File: src/rtl/seg_pkg.sv
// Shared types and helpers for the multiplexed 7-segment scanner.
package seg_pkg;

  typedef enum logic [1:0] {
    OFF   = 2'd0,
    BLANK = 2'd1,
    SHOW  = 2'd2
  } state_e;

  localparam logic [6:0]  SEG_BLANK = 7'h7F;
  localparam int unsigned MAX_DIG   = 32;

  // All digit selects released (active-low); callers truncate to NUM_DIG.
  function automatic logic [MAX_DIG-1:0] dig_off();
    return '1;
  endfunction

  function automatic int unsigned clog2(input int unsigned v);
    int unsigned r;
    r = 0;
    for (int unsigned i = 0; i < 32; i++) begin
      if ((64'(1) << i) < 64'(v)) r = i + 1;
    end
    return r;
  endfunction

endpackage

File: src/rtl/seg_dec.sv
// Hex nibble to active-low 7-segment pattern (gfedcba).
module seg_dec (
  input  logic [3:0] iHex,
  output logic [6:0] oSEG7
);

  always_comb begin
    oSEG7 = 7'h7F;
    unique case (iHex)
      4'h0: oSEG7 = 7'h40;
      4'h1: oSEG7 = 7'h79;
      4'h2: oSEG7 = 7'h24;
      4'h3: oSEG7 = 7'h30;
      4'h4: oSEG7 = 7'h19;
      4'h5: oSEG7 = 7'h12;
      4'h6: oSEG7 = 7'h02;
      4'h7: oSEG7 = 7'h78;
      4'h8: oSEG7 = 7'h00;
      4'h9: oSEG7 = 7'h10;
      4'hA: oSEG7 = 7'h08;
      4'hB: oSEG7 = 7'h03;
      4'hC: oSEG7 = 7'h46;
      4'hD: oSEG7 = 7'h21;
      4'hE: oSEG7 = 7'h06;
      4'hF: oSEG7 = 7'h0E;
      default: oSEG7 = 7'h7F;
    endcase
  end

endmodule

File: src/rtl/seg_scan_ctrl.sv
// Time-multiplexed common-anode 7-segment scanner with blanking gap,
// frame-coherent shadow value and leading-zero suppression.
module seg_scan_ctrl
  import seg_pkg::*;
#(
  parameter int unsigned NUM_DIG   = 4,
  parameter int unsigned DIV       = 50000,
  parameter int unsigned BLANK_CYC = 8
) (
  input  logic                   iCLK,
  input  logic                   iRST_N,
  input  logic                   iEn,
  input  logic [4*NUM_DIG-1:0]   iValue,
  input  logic                   iLoad,
  input  logic                   iLzs,
  output logic [NUM_DIG-1:0]     oDigSel,
  output logic [6:0]             oSEG7,
  output logic                   oLoadAck,
  output logic                   oFrame
);

  localparam int unsigned CW = (clog2(DIV) > 0) ? clog2(DIV) : 1;
  localparam int unsigned IW = (clog2(NUM_DIG) > 0) ? clog2(NUM_DIG) : 1;
  localparam int unsigned VW = 4 * NUM_DIG;

  localparam logic [CW-1:0] BLANK_LAST = CW'(BLANK_CYC - 1);
  localparam logic [CW-1:0] SHOW_LAST  = CW'(DIV - BLANK_CYC - 1);
  localparam logic [IW-1:0] IDX_LAST   = IW'(NUM_DIG - 1);

  state_e               state_q, state_d;
  logic [IW-1:0]        idx_q, idx_d;
  logic [CW-1:0]        cnt_q, cnt_d;
  logic [VW-1:0]        hold_q, hold_d;
  logic [VW-1:0]        shadow_q, shadow_d;
  logic                 pending_q, pending_d;
  logic [NUM_DIG-1:0]   dig_sel_q, dig_sel_d;
  logic [6:0]           seg_q, seg_d;
  logic                 load_ack_q, load_ack_d;
  logic                 frame_q, frame_d;

  logic                 upd_point;
  logic [3:0]           dec_hex;
  logic [6:0]           dec_seg;
  logic                 lz_sup;

  seg_dec u_seg_dec (
    .iHex  (dec_hex),
    .oSEG7 (dec_seg)
  );

  always_ff @(posedge iCLK or negedge iRST_N) begin
    if (!iRST_N) begin
      state_q    <= OFF;
      idx_q      <= '0;
      cnt_q      <= '0;
      hold_q     <= '0;
      shadow_q   <= '0;
      pending_q  <= 1'b0;
      dig_sel_q  <= NUM_DIG'(dig_off());
      seg_q      <= SEG_BLANK;
      load_ack_q <= 1'b0;
      frame_q    <= 1'b0;
    end else begin
      state_q    <= state_d;
      idx_q      <= idx_d;
      cnt_q      <= cnt_d;
      hold_q     <= hold_d;
      shadow_q   <= shadow_d;
      pending_q  <= pending_d;
      dig_sel_q  <= dig_sel_d;
      seg_q      <= seg_d;
      load_ack_q <= load_ack_d;
      frame_q    <= frame_d;
    end
  end

  always_comb begin
    state_d = state_q;
    idx_d   = idx_q;
    cnt_d   = cnt_q;
    if (!iEn) begin
      state_d = OFF;
      idx_d   = '0;
      cnt_d   = '0;
    end else begin
      unique case (state_q)
        OFF: begin
          state_d = BLANK;
          idx_d   = '0;
          cnt_d   = '0;
        end
        BLANK: begin
          if (cnt_q == BLANK_LAST) begin
            state_d = SHOW;
            cnt_d   = '0;
          end else begin
            cnt_d = cnt_q + 1'b1;
          end
        end
        SHOW: begin
          if (cnt_q == SHOW_LAST) begin
            state_d = BLANK;
            cnt_d   = '0;
            idx_d   = (idx_q == IDX_LAST) ? '0 : idx_q + 1'b1;
          end else begin
            cnt_d = cnt_q + 1'b1;
          end
        end
        default: begin
          state_d = OFF;
          idx_d   = '0;
          cnt_d   = '0;
        end
      endcase
    end
  end

  // Shadow only moves at a frame boundary or while dark, so a frame never tears.
  always_comb begin
    frame_d    = (state_d == BLANK) && (idx_d == '0) && (state_q != BLANK);
    upd_point  = (state_q == OFF) || frame_d;
    hold_d     = hold_q;
    shadow_d   = shadow_q;
    pending_d  = pending_q;
    load_ack_d = 1'b0;
    if (upd_point) begin
      pending_d = 1'b0;
      if (iLoad) begin
        shadow_d   = iValue;
        load_ack_d = 1'b1;
      end else if (pending_q) begin
        shadow_d   = hold_q;
        load_ack_d = 1'b1;
      end
    end else if (iLoad) begin
      hold_d    = iValue;
      pending_d = 1'b1;
    end
  end

  always_comb begin
    dec_hex = '0;
    lz_sup  = iLzs && (idx_d != '0);
    for (int unsigned k = 0; k < NUM_DIG; k++) begin
      if (idx_d == IW'(k)) dec_hex = shadow_q[4*k +: 4];
      if ((IW'(k) >= idx_d) && (shadow_q[4*k +: 4] != 4'h0)) lz_sup = 1'b0;
    end
  end

  always_comb begin
    dig_sel_d = NUM_DIG'(dig_off());
    seg_d     = SEG_BLANK;
    if (state_d == SHOW) begin
      dig_sel_d[idx_d] = 1'b0;
      seg_d            = lz_sup ? SEG_BLANK : dec_seg;
    end
  end

  assign oDigSel  = dig_sel_q;
  assign oSEG7    = seg_q;
  assign oLoadAck = load_ack_q;
  assign oFrame   = frame_q;

endmodule
File: config.mk
export PLATFORM = sky130hd
export DESIGN_NAME = seg_scan_ctrl
export DESIGN_NICKNAME = d
export VERILOG_FILES = /design/src/rtl/seg_pkg.sv /design/src/rtl/seg_dec.sv /design/src/rtl/seg_scan_ctrl.sv
export SDC_FILE = /design/constraint.sdc
export NUM_CORES = 1
export LEC_CHECK = 0
export ABC_AREA = 1
export CAP_MARGIN = 20
export CORE_UTILIZATION = 35
export DETAILED_ROUTE_END_ITERATION = 12
export GPL_ROUTABILITY_DRIVEN = 0
export GPL_TIMING_DRIVEN = 0
export SYNTH_ARGS = -nofsm -noshare
export SYNTH_HDL_FRONTEND = slang
export SYNTH_SLANG_ARGS = --single-unit
File: constraint.sdc
create_clock -name iCLK -period 2.7 [get_ports iCLK]
set_input_delay 0.54 -clock iCLK [delete_from_list [all_inputs] [get_ports iCLK]]
set_output_delay 0.54 -clock iCLK [all_outputs]
set_load 0.02 [all_outputs]
; ---- Word-level counts from Yosys, hierarchy flattened
; Memory sizes are Yosys's and may differ from the RTL's.
; Index checks and enable logic that the tools add are counted.
[classes]
reduce_logical = 20
bitwise = 2
addsub = 2
mux = 32
magnitude_cmp = 6
n_eq_ne = 11
[ops]
columns = operator, n
row1 = 16-bit 2-to-1 mux, 5
row2 = 16-bit one-hot mux with 2 select lines, 1
row3 = 4-bit 2-to-1 mux, 5
row4 = 16-bit by 1-bit adder with 16-bit output (second input constant), 1
row5 = 16-bit equality test (second input constant), 1
row6 = 16-bit by 3-bit equality test with 1-bit output (second input constant), 1
row7 = 4-bit nonzero test, 4
row8 = 7-bit 2-to-1 mux, 2
row9 = 2-bit 2-to-1 mux, 6
row10 = 2-bit equality test (second input constant), 5
row11 = 1-bit 2-to-1 mux, 10
row12 = 1-bit logical AND, 8
row13 = 2-bit by 1-bit equality test with 1-bit output (second input constant), 3
row14 = 2-bit one-hot mux with 3 select lines, 1
row15 = 2-bit nonzero test, 3
row16 = 1-bit by 2-bit >= comparator with 1-bit output (first input constant), 2
row17 = 2-bit >= comparator (first input constant), 2
row18 = 2-bit logical NOT, 2
row19 = 4-bit inverter, 1
row20 = 2-bit one-hot mux with 2 select lines, 1
row21 = 2-bit AND reduction, 2
row22 = 2-bit by 3-bit less-than comparator with 1-bit output (second input constant), 1
row23 = 2-bit by 1-bit adder with 2-bit output (second input constant), 1
row24 = 1-bit demux with 2-bit select, 1
row25 = other kinds (4), 4
[word_totals]
memories = 1
word_cells = 84
romBits = 112
reg_bits = 66
input_bits = 21
[memory_table]
columns = memory, depth, width, read_ports, rd_clocked_by_memory_dff, write_ports, line
row1 = (no name shown), 16, 7, 1, 0, 0, seg_dec.sv:9  ; unique case (iHex)

; ---- Logic depth before layout (Yosys ltp)
; Gate-level depths: netlist of run 1.
[logic_depth]
depth_word = 13
depth_mapped = 20
ltp_nobuf = 20

; ---- Modules after synthesis
; Synthesis of run 1 repeated with hierarchy kept, for this count alone.
[hier_totals]
cells_unflattened = 476
hier_area_um2 = 3618.5
[by_module_without_submodules]
columns = mod, cells_each, area_per_inst_um2, n_inst
row1 = seg_scan_ctrl, 427, 3344.5, 1
row2 = seg_dec, 49, 274.0, 1

; ---- Worst setup path before layout of run 1
; OpenSTA, ideal clock, no wires.
[synth_path]
path_type = reg-to-reg
start = reg idx_q[0]
end = reg seg_q[5] (netlist: oSEG7[5])
setup_time_ps = 76
t_required_ps = 2624
path_stages_with_launch = 17
arrival_ps = 2246
slack_ps = 378
synth_period_minus_slack_ps = 2322
n_path_buf = 0
path_cell_list = dfrtp_1 > ha_1 > or2_2 > nand3_1 > nand3_2 > nand2_4 > nand2_4 > nor2_2 > inv_2 > or2_0 > nand2_2 > inv_1 > ha_1 > nand2_1 > o21ai_0 > nand2_1 > nand2_1
[synth_via]
elab_chain_cells = 13
word_cells_on_any_way = 31
classes_between = 1 x add/sub / 4 x order compare / 4 x eq/ne / 14 x mux / 7 x reduce/logical / 1 x memory
[synth_lines]
columns = item, line
row1 = from (decl), seg_scan_ctrl.sv:31  ; logic [IW-1:0] idx_q, idx_d;
row2 = from (signal assigned), seg_scan_ctrl.sv:65  ; idx_q <= idx_d;
row3 = 2-bit by 1-bit adder with 2-bit output / 2-bit equality test (equally long branches), seg_scan_ctrl.sv:104  ; idx_d = (idx_q == IDX_LAST) ? '0 : idx_q + 1'b1;
row4 = 2-bit 2-to-1 mux, seg_scan_ctrl.sv:104
row5 = 2-bit 2-to-1 mux, seg_scan_ctrl.sv:101  ; if (cnt_q == SHOW_LAST) begin
row6 = 2-bit one-hot mux with 2 select lines (*), seg_scan_ctrl.sv:86  ; unique case (state_q)
row7 = 2-bit 2-to-1 mux (*), seg_scan_ctrl.sv:81  ; if (!iEn) begin
row8 = 2-bit logical NOT (tied with other cells), seg_scan_ctrl.sv:145  ; if (idx_d == IW'(k)) dec_hex = shadow_q[4*k +: 4];
row9 = 4-bit 2-to-1 mux (tied with other cells), seg_scan_ctrl.sv:145
row10 = 4-bit 2-to-1 mux / 1-bit 2-to-1 mux (equally long branches) (3 in series), "seg_scan_ctrl.sv:145, seg_scan_ctrl.sv:146"
row11 = memory 16 x 7 bit / 1-bit 2-to-1 mux (equally long branches), --
row12 = 7-bit 2-to-1 mux (*), seg_scan_ctrl.sv:155  ; seg_d = lz_sup ? SEG_BLANK : dec_seg;
row13 = 7-bit 2-to-1 mux (*), seg_scan_ctrl.sv:153  ; if (state_d == SHOW) begin
row14 = via seg_d[5], seg_scan_ctrl.sv:37  ; logic [6:0] seg_q, seg_d;
row15 = to (signal assigned), seg_scan_ctrl.sv:71  ; seg_q <= seg_d;
row16 = to (decl), seg_scan_ctrl.sv:37
; Mark *: on every way through the listed nets, which the timed path passes. The rest lies on a longest branch.
; A chain may end at the register's enable or synchronous reset.

; ---- Worst setup path in the final report of run 1
[layout_path]
start = reg state_q[1]
end = reg seg_q[1] (netlist: oSEG7[1])
[layout_via]
elab_chain_cells = 11
word_cells_on_any_way = 35
classes_between = 4 x order compare / 6 x eq/ne / 16 x mux / 8 x reduce/logical / 1 x memory
[layout_lines]
columns = item, line
row1 = from (decl), seg_scan_ctrl.sv:30  ; state_e state_q, state_d;
row2 = from (signal assigned), seg_scan_ctrl.sv:64  ; state_q <= state_d;
row3 = 2-bit equality test / 2-bit by 1-bit equality test with 1-bit output (equally long branches), seg_scan_ctrl.sv:86
row4 = 2-bit one-hot mux with 2 select lines, seg_scan_ctrl.sv:86
row5 = 2-bit 2-to-1 mux, seg_scan_ctrl.sv:81
row6 = 2-bit logical NOT (tied with other cells), seg_scan_ctrl.sv:145
row7 = 4-bit 2-to-1 mux (tied with other cells), seg_scan_ctrl.sv:145
row8 = 4-bit 2-to-1 mux / 1-bit 2-to-1 mux (equally long branches) (3 in series), "seg_scan_ctrl.sv:145, seg_scan_ctrl.sv:146"
row9 = memory 16 x 7 bit / 1-bit 2-to-1 mux (equally long branches), --
row10 = 7-bit 2-to-1 mux, seg_scan_ctrl.sv:155
row11 = 7-bit 2-to-1 mux (*), seg_scan_ctrl.sv:153
row12 = via seg_d[1], seg_scan_ctrl.sv:37
; Marks and branches as above.

==> out/metrics.csv, run 1 <==
stage,metric,value,unit
global_route,busiest_layer,met2,
critical_path,critPathLaunchType,flop,
final_layout,multi_input_area,0.00181,mm2
critical_path,cp.arrival,2.78,ns
die,core-area,0.0103,mm2
clock_network,cts_max_level,3,
yosys,synth_top_cells_by_area,"dfrtp_1 37%, nand2_1 19%, dfstp_2 7.9%, nand3_1 6.7%, ha_1 4.1%",
critical_path,rr_worst_depth,14,
clock_network,cts_buffers,9,
detailed_routing,route.detailed.drc,0,
detailed_routing,vias,3071,
final_layout,n_antenna_cell,0,
final_layout,filler_cell_count,1060,
timing,final_max_slew_viol_count,0,
clock_network,cts_sinks,66,
place,portBuffers,32,
clock_network,clock_path_buffers,2,
die,io_pins,34,
clock_network,clockRootBuffer,clkbuf_8,
final_layout,drive_gt1_frac,0.161,
yosys,syn_nets,509,
detailed_routing,viasPerCell,4.62,
global_route,use_met1,0.207,
critical_path,worstSetupEndpointType,flop,
yosys,ys_ff_latch,66,
run,cap_violations,0,
global_route,grt.overflow.total,0,
power,p_per_area,598,mW/mm2
timing,final_hold_viol_count,0,
clock_network,cts_tree,yes,
yosys,synth_top_cell_by_area,dfrtp_1,
global_route,grt_pass1_wl,13700,um
critical_path,critPathKind,flop to flop,
timing,worstMarginPinSlew,0.827,ns
detailed_routing,drt-total-wl,7670,um
yosys,netlist_area,0.00368,mm2
die,rows,37,
yosys,synth-seq-area-share,0.453,
timing,clock_skew,0.0100,ns
clock_network,clkTransAtPathRegs,0.08,ns
detailed_routing,drtAntennaViolNets,0,
critical_path,worstPathRequired,2.97,ns
critical_path,reg2reg_slack,0.20,ns
global_route,grt_antenna_before_repair,0,
detailed_routing,wl_per_cell,11.5,um
power,ir_worst_vdd,410,uV
place,dpl_worst_slack,-0.127,ns
timing,rsz0062_at_grt,true,
clock_network,clk_latency,0.34,ns
clock_network,cts-hold-fix-buffers,0,
global_route,gr-usage-met2,0.245,
power,p_leak,2.20,nW
die,die_x,105,um
die,die_area,0.0109,mm2
final_layout,finalNetCount,557,
timing,fmax,0.399,GHz
yosys,synth.distinct_cells,43,
global_route,grt_max_degree,67,
detailed_routing,dr.pass1.iters,4,
place,hpwl,5530,um
yosys,synthCells,476,
yosys,synth_warnings,0,
die,die_y,105,um
timing,fin_ws,0.195,ns
outcome,status,"finished, final reports clean",
final_layout,area_growth,22.9,%
final_layout,regArea,0.00167,mm2
timing,setup_violations,0,
critical_path,r2r_start,state_q[1],
yosys,synth_area_per_cell,7.73,um2
detailed_routing,drt_iter0_markers,156,
timing,finalCriticalPeriod,2.50,ns
global_route,grt.met3_usage,0.0376,
timing,post-route-period-util,0.928,
yosys,synth_top_cell_area_share,0.374,
timing,setup_tns,0,ns
min_path,hold_class,input port to asynchronous set/reset pin,
global_route,grt_pass1_vias,3001,
critical_path,path_max_fanout,8,
global_route,grt_usage,0.156,
critical_path,r2r-end,oSEG7[1],
die,start_util,0.358,
timing,slew_headroom,0.449,
worst max-delay path, cell delays in order (launching register included):
cell and delay, ns:
dfrtp_1 0.44, inv_1 0.12, ha_1 0.29, nand2_1 0.10
clkinvlp_4 0.20, nand2_4 0.19, nor2_1 0.10, nand2_1 0.11
nand3_1 0.11, nor2_2 0.21, ha_1 0.29, nand3_1 0.09
nand2_1 0.06, inv_1 0.06, nand2_1 0.05
worst max-delay path by stage:
stage | start | cells past startpoint | slack, ns | end
2_1_floorplan | idx_q[0] | 16 | 0.38 | oSEG7[5]
3_3_place_gp | iRST_N | 1 | -1.19 | oFrame
6_report | state_q[1] | 14 | 0.20 | oSEG7[1]
5_1_grt | cnt_q[0] | 18 | -0.008 | oSEG7[1]
3_5_place_dp | iEn | 14 | -0.13 | oSEG7[3]
4_1_cts | state_q[1] | 15 | 0.06 | oSEG7[5]
cells in the final DEF, fill, tap and decap left out, types with 3 or more instances in the layout:
| master | count |
|---|---|
| nand2_4 | 8 |
| nand2_2 | 11 |
| nor2_2 | 6 |
| ha_1 | 10 |
| dfrtp_1 | 55 |
| clkbuf_1 | 5 |
| o21ai_0 | 5 |
| dfstp_2 | 11 |
| nor2_4 | 3 |
| clkinv_1 | 3 |
| inv_2 | 6 |
| clkdlybuf4s50_1 | 31 |
| nand4_1 | 3 |
| clkbuf_8 | 10 |
| inv_1 | 32 |
| nand2_1 | 185 |
| a21oi_1 | 8 |
| buf_4 | 8 |
| nand3_2 | 3 |
| nor3_1 | 11 |
| nand3_1 | 47 |
| bufinv_16 | 4 |
| nor2_1 | 30 |
registers in the layout, summed over array words and instances, names as in the netlist:
| name | count |
|---|---|
| oSEG7 | 7 |
| oLoadAck | 1 |
| state_q | 2 |
| pending_q | 1 |
| hold_q | 16 |
| oFrame | 1 |
| idx_q | 2 |
| shadow_q | 16 |
| cnt_q | 16 |
| oDigSel | 4 |
area by class of cell:
| cell class | count | share of cell area |
|---|---|---|
| Multi-Input combinational cell | 356 | 0.400 |
| Sequential cell | 66 | 0.368 |
| Timing Repair Buffer | 37 | 0.0786 |
| Inverter | 44 | 0.0390 |
| Tap cell | 136 | 0.0377 |
| Clock buffer | 10 | 0.0305 |
| Clock inverter | 6 | 0.0302 |
| Buffer | 10 | 0.0152 |
routing by layer:
| metal | wire length, um | vias to the layer above |
|---|---|---|
| li1 | - | 1607 |
| met1 | 3790 | 1398 |
| met3 | 298 | 4 |
| met4 | 64 | 0 |
| met2 | 3520 | 62 |
| met5 | 0 | - |
logic make-up (layout without fill, tap and decap cells):
kind of cell	count (synthesis)	count (layout)	share of synthesized area
flip-flops	66	66	0.453
AO/OA/AOI/OAI	20	20	0.0313
adder cells (fa/ha/maj)	12	12	0.0408
buffers and inverters	54	107	0.0656
XOR/XNOR	3	3	0.00714
AND/OR/NAND/NOR	321	321	0.402
power breakdown:
group | leakage [nW] | internal (mW) | switching, mW
registers | 0.833 | 1.08 | 0.0612
clock network | 0.133 | 0.735 | 0.394
logic | 1.24 | 0.168 | 0.259
total | 2.20 | 1.99 | 0.715
stage by stage:
| step | instances | util | power, mW | hold WS (ns) | area (um2) |
|---|---|---|---|---|---|
| after floorplan | 476 | - | 1.44 | 0.244 | 3680 |
| after global placement | 644 | 0.406 | 1.57 | 0.447 | 4170 |
| after detailed placement | 644 | 0.405 | 1.58 | 0.459 | 4170 |
| after CTS | 660 | 0.432 | 2.72 | 0.321 | 4440 |
| after global routing | 665 | 0.440 | 2.85 | 0.358 | 4520 |
| final | 665 | 0.440 | 2.70 | 0.297 | 4520 |
what timing repair did:
item	in CTS	in global routing
setup buffers	0	5
setup endpoints to repair	0	7
gates resized for setup	0	14
cell usage after synthesis, drive strengths merged:
| cell | n |
|---|---|
| or2 | 2 |
| o21ai | 6 |
| nand3 | 50 |
| clkinv | 4 |
| dfrtp | 55 |
| buf | 5 |
| a211oi | 1 |
| o21bai | 2 |
| clkbuf | 5 |
| ha | 12 |
| a31oi | 1 |
| nor3b | 2 |
| dfstp | 11 |
| o211ai | 1 |
| xor2 | 2 |
| or4 | 1 |
| nor4 | 2 |
| a21oi | 9 |
| xnor2 | 1 |
| nor2 | 39 |
| and3 | 1 |
| inv | 40 |
| nand2 | 205 |
| nand4 | 6 |
| nor3 | 11 |
| nor4b | 1 |
| nand3b | 1 |
Note: power is estimated with default switching activity, not from simulation.
==> run 2: changes to the inputs <==
--- a/config.mk
+++ b/config.mk
@@ -6,11 +6,13 @@
 export NUM_CORES = 1
 export LEC_CHECK = 0
 export ABC_AREA = 1
-export CAP_MARGIN = 20
+export CAP_MARGIN = 10
 export CORE_UTILIZATION = 35
 export DETAILED_ROUTE_END_ITERATION = 12
 export GPL_ROUTABILITY_DRIVEN = 0
 export GPL_TIMING_DRIVEN = 0
+export PLACE_DENSITY = 0.5
 export SYNTH_ARGS = -nofsm -noshare
 export SYNTH_HDL_FRONTEND = slang
+export SYNTH_HIERARCHICAL = 1
 export SYNTH_SLANG_ARGS = --single-unit
==> run 2 against run 1 <==
Global-route usage up 0.44 points. Critical path depth up 6. Final cell count unchanged. Core utilization up 1.2 points. Sequential share of layout area up 0.43 points. Register-to-register slack about the same. Cell area down 1.0%. Synthesized area down 1.6%. Via count up 1.5%. Die area down 1.6%. Total power down 7.5%. Critical path type unchanged. Critical endpoint is now oSEG7[3].
==> out/metrics.csv, run 2 <==
stage,metric,value,unit
final_layout,stdcell_area,0.00447,mm2
place,place_area,0.00410,mm2
detailed_routing,drtAntennaViolNets,0,
clock_network,clockRootBuffer,clkbuf_8,
die,start_util,0.365,
clock_network,clkTransAtPathRegs,0.08,ns
yosys,syn_nets,510,
die,die_y,104,um
critical_path,cp.arrival,2.77,ns
place,portBuffers,32,
critical_path,rr_worst_depth,20,
detailed_routing,drt-total-wl,8040,um
timing,slew_headroom,0.426,
timing,post-route-period-util,0.924,
yosys,synth_common_cells,"193 x nand2_1, 55 x dfrtp_1, 41 x nand3_1, 41 x nor2_1, 37 x inv_1",
yosys,synth_top_cells_by_area,"dfrtp_1 38%, nand2_1 20%, dfstp_2 8.0%, nand3_1 5.7%, ha_1 4.5%",
outcome,status,"finished, final reports clean",
yosys,synth.distinct_cells,33,
final_layout,finalNetCount,561,
timing,setup_tns,0,ns
timing,setup_violations,0,
global_route,grt_antenna_before_repair,0,
timing,worstMarginPinSlew,0.861,ns
timing,final_max_slew_viol_count,0,
critical_path,cp-startpoint,cnt_q[4],
yosys,synth_ff_type,dfrtp_1,
yosys,synth_top_cell_area_share,0.380,
global_route,grt_max_degree,67,
detailed_routing,viasPerCell,4.69,
die,io_pins,34,
critical_path,r2r-end,oSEG7[3],
critical_path,worstSetupEndpointType,flop,
yosys,synth_top_cell_by_area,dfrtp_1,
global_route,grt_usage,0.160,
yosys,netlist_area,0.00362,mm2
clock_network,clk_latency,0.36,ns
clock_network,cts_buffers,9,
detailed_routing,dr.pass1.iters,4,
die,die_area,0.0107,mm2
timing,clock_skew,0.0131,ns
detailed_routing,wl_per_cell,12.1,um
yosys,ys_ff_latch,66,
critical_path,r2r_start,cnt_q[4],
final_layout,drive_gt1_frac,0.148,
critical_path,critPathKind,flop to flop,
timing,finalCriticalPeriod,2.49,ns
clock_network,cts_tree,yes,
critical_path,critPathLaunchType,flop,
detailed_routing,vias,3117,
detailed_routing,drt_iter0_markers,139,
clock_network,cts_sinks,66,
yosys,synthCells,476,
global_route,grt.overflow.total,0,
place,hpwl,5740,um
die,die_x,104,um
die,core-area,0.00991,mm2
clock_network,clock_path_buffers,2,
yosys,synth-edff-count,0,
timing,holdWs,0.266,ns
clock_network,cts_max_level,3,
power,p_leak,2.21,nW
final_layout,final_cell_mix,"189 x nand2_1, 53 x dfrtp_1, 40 x nand3_1",
min_path,hold_class,input port to asynchronous set/reset pin,
detailed_routing,route.detailed.drc,0,
critical_path,worstPathRequired,2.98,ns
final_layout,area_growth,23.7,%
yosys,synth_warnings,6,
global_route,grt_pass1_vias,2933,
power,power,2.50,mW
final_layout,fin_cells,665,
final_layout,largestRegisters,"cnt_q: 16 flops, hold_q: 16 flops, shadow_q: 16 flops",
yosys,synth_async_sr_flop_share,1.00,
run,cap_violations,0,
yosys,synth-seq-area-share,0.460,
final_layout,n_antenna_cell,0,
power,p_per_area,558,mW/mm2
final_layout,layout_commonest_cell,nand2_1,
die,rows,36,
clock_network,cts-hold-fix-buffers,0,
timing,fmax,0.401,GHz
yosys,synth_area_per_cell,7.60,um2
timing,final_hold_viol_count,0,
critical_path,endpoint,oSEG7[3],
yosys,synth.most_common_cell,nand2_1,
critical_path,path_max_fanout,5,
global_route,grt_pass1_wl,13800,um
power,ir_worst_vdd,291,uV
place,dp.cells,641,
critical_path,reg2reg_slack,0.21,ns
run 2: cell types whose count changed after synthesis, sizes merged, moves of 4 or more:
cell / before / now
a21oi: 9 / 2
clkbuf: 5 / 9
nand2: 205 / 200
nand3: 50 / 44
nand4: 6 / 23
nor2: 39 / 44
nor3: 11 / 5
xor2: 2 / 6
run 2: metal layers:
layer  vias up  share of wire  GRT usage
met5         -              0          0
met4         0          0.020     0.0827
met3        11          0.032     0.0277
met2        54           0.46      0.253
met1      1433           0.49      0.211
li1       1619              -          -
run 2: metrics by stage:
| stage | util | setup slack (ns) |
|---|---|---|
| 5_1_grt | 0.452 | -0.0201 |
| 6_report | 0.452 | 0.206 |
| 3_5_place_dp | 0.414 | -0.186 |
| 3_3_place_gp | 0.414 | -1.21 |
| 2_1_floorplan | - | 0.267 |
| 4_1_cts | 0.439 | 0.0111 |
run 2: power breakdown:
group	switching, mW	internal [mW]	total, mW
logic	0.267	0.179	0.445
registers	0.0643	1.08	1.15
clock network	0.377	0.529	0.906
run 2: cell families after synthesis:
| group | count (synthesis) | synth area share |
|---|---|---|
| DFF | 66 | 0.460 |
| AOI/OAI and AO/OA | 12 | 0.0242 |
| buffers and inverters | 55 | 0.0640 |
| and+or+nand+nor | 322 | 0.387 |
| adders and majority gates | 13 | 0.0450 |
| xor gates and xnor gates | 8 | 0.0194 |
run 2: cell type report:
type / instances / area, um2
Fill cell: 1033 / 5440
Clock buffer: 15 / 186
Buffer: 15 / 81.3
Clock inverter: 1 / 30.0
Tap cell: 133 / 166
Inverter: 40 / 153
Timing Repair Buffer: 40 / 378
Sequential cell: 66 / 1670
Multi-Input combinational cell: 355 / 1810
run 2: how the worst min path moves through the flow:
| stage | start | to | cells after the start |
|---|---|---|---|
| global route | iRST_N | cnt_q[13] | 1 |
| global placement | cnt_q[0] | cnt_q[0] | 1 |
| floorplan | iRST_N | cnt_q[0] | 0 |
| detailed placement | cnt_q[0] | cnt_q[0] | 1 |
| finish | iRST_N | cnt_q[12] | 1 |
| CTS | iRST_N | cnt_q[12] | 1 |
run 2: repair_timing:
action	in CTS	in global routing
endpoints found under the setup margin	7	7
pin swaps	2	6
setup buffers	3	5
gates resized for setup	5	27
run 2: critical path: stages, from the launching register on:
cell     delay [ns]
dfrtp_2        0.46
nor2_4         0.16
nand2_1        0.11
nor2_2         0.08
nand2_1        0.08
nand2_2        0.07
nand2_2        0.07
nand2_2        0.06
nand2_2        0.08
nand2_4        0.13
inv_4          0.05
nor2_4         0.14
nand2_1        0.07
nand4_1        0.13
inv_2          0.09
ha_1           0.32
nand2_1        0.07
nand3_1        0.07
nand2_1        0.07
inv_1          0.04
nand3_1        0.08
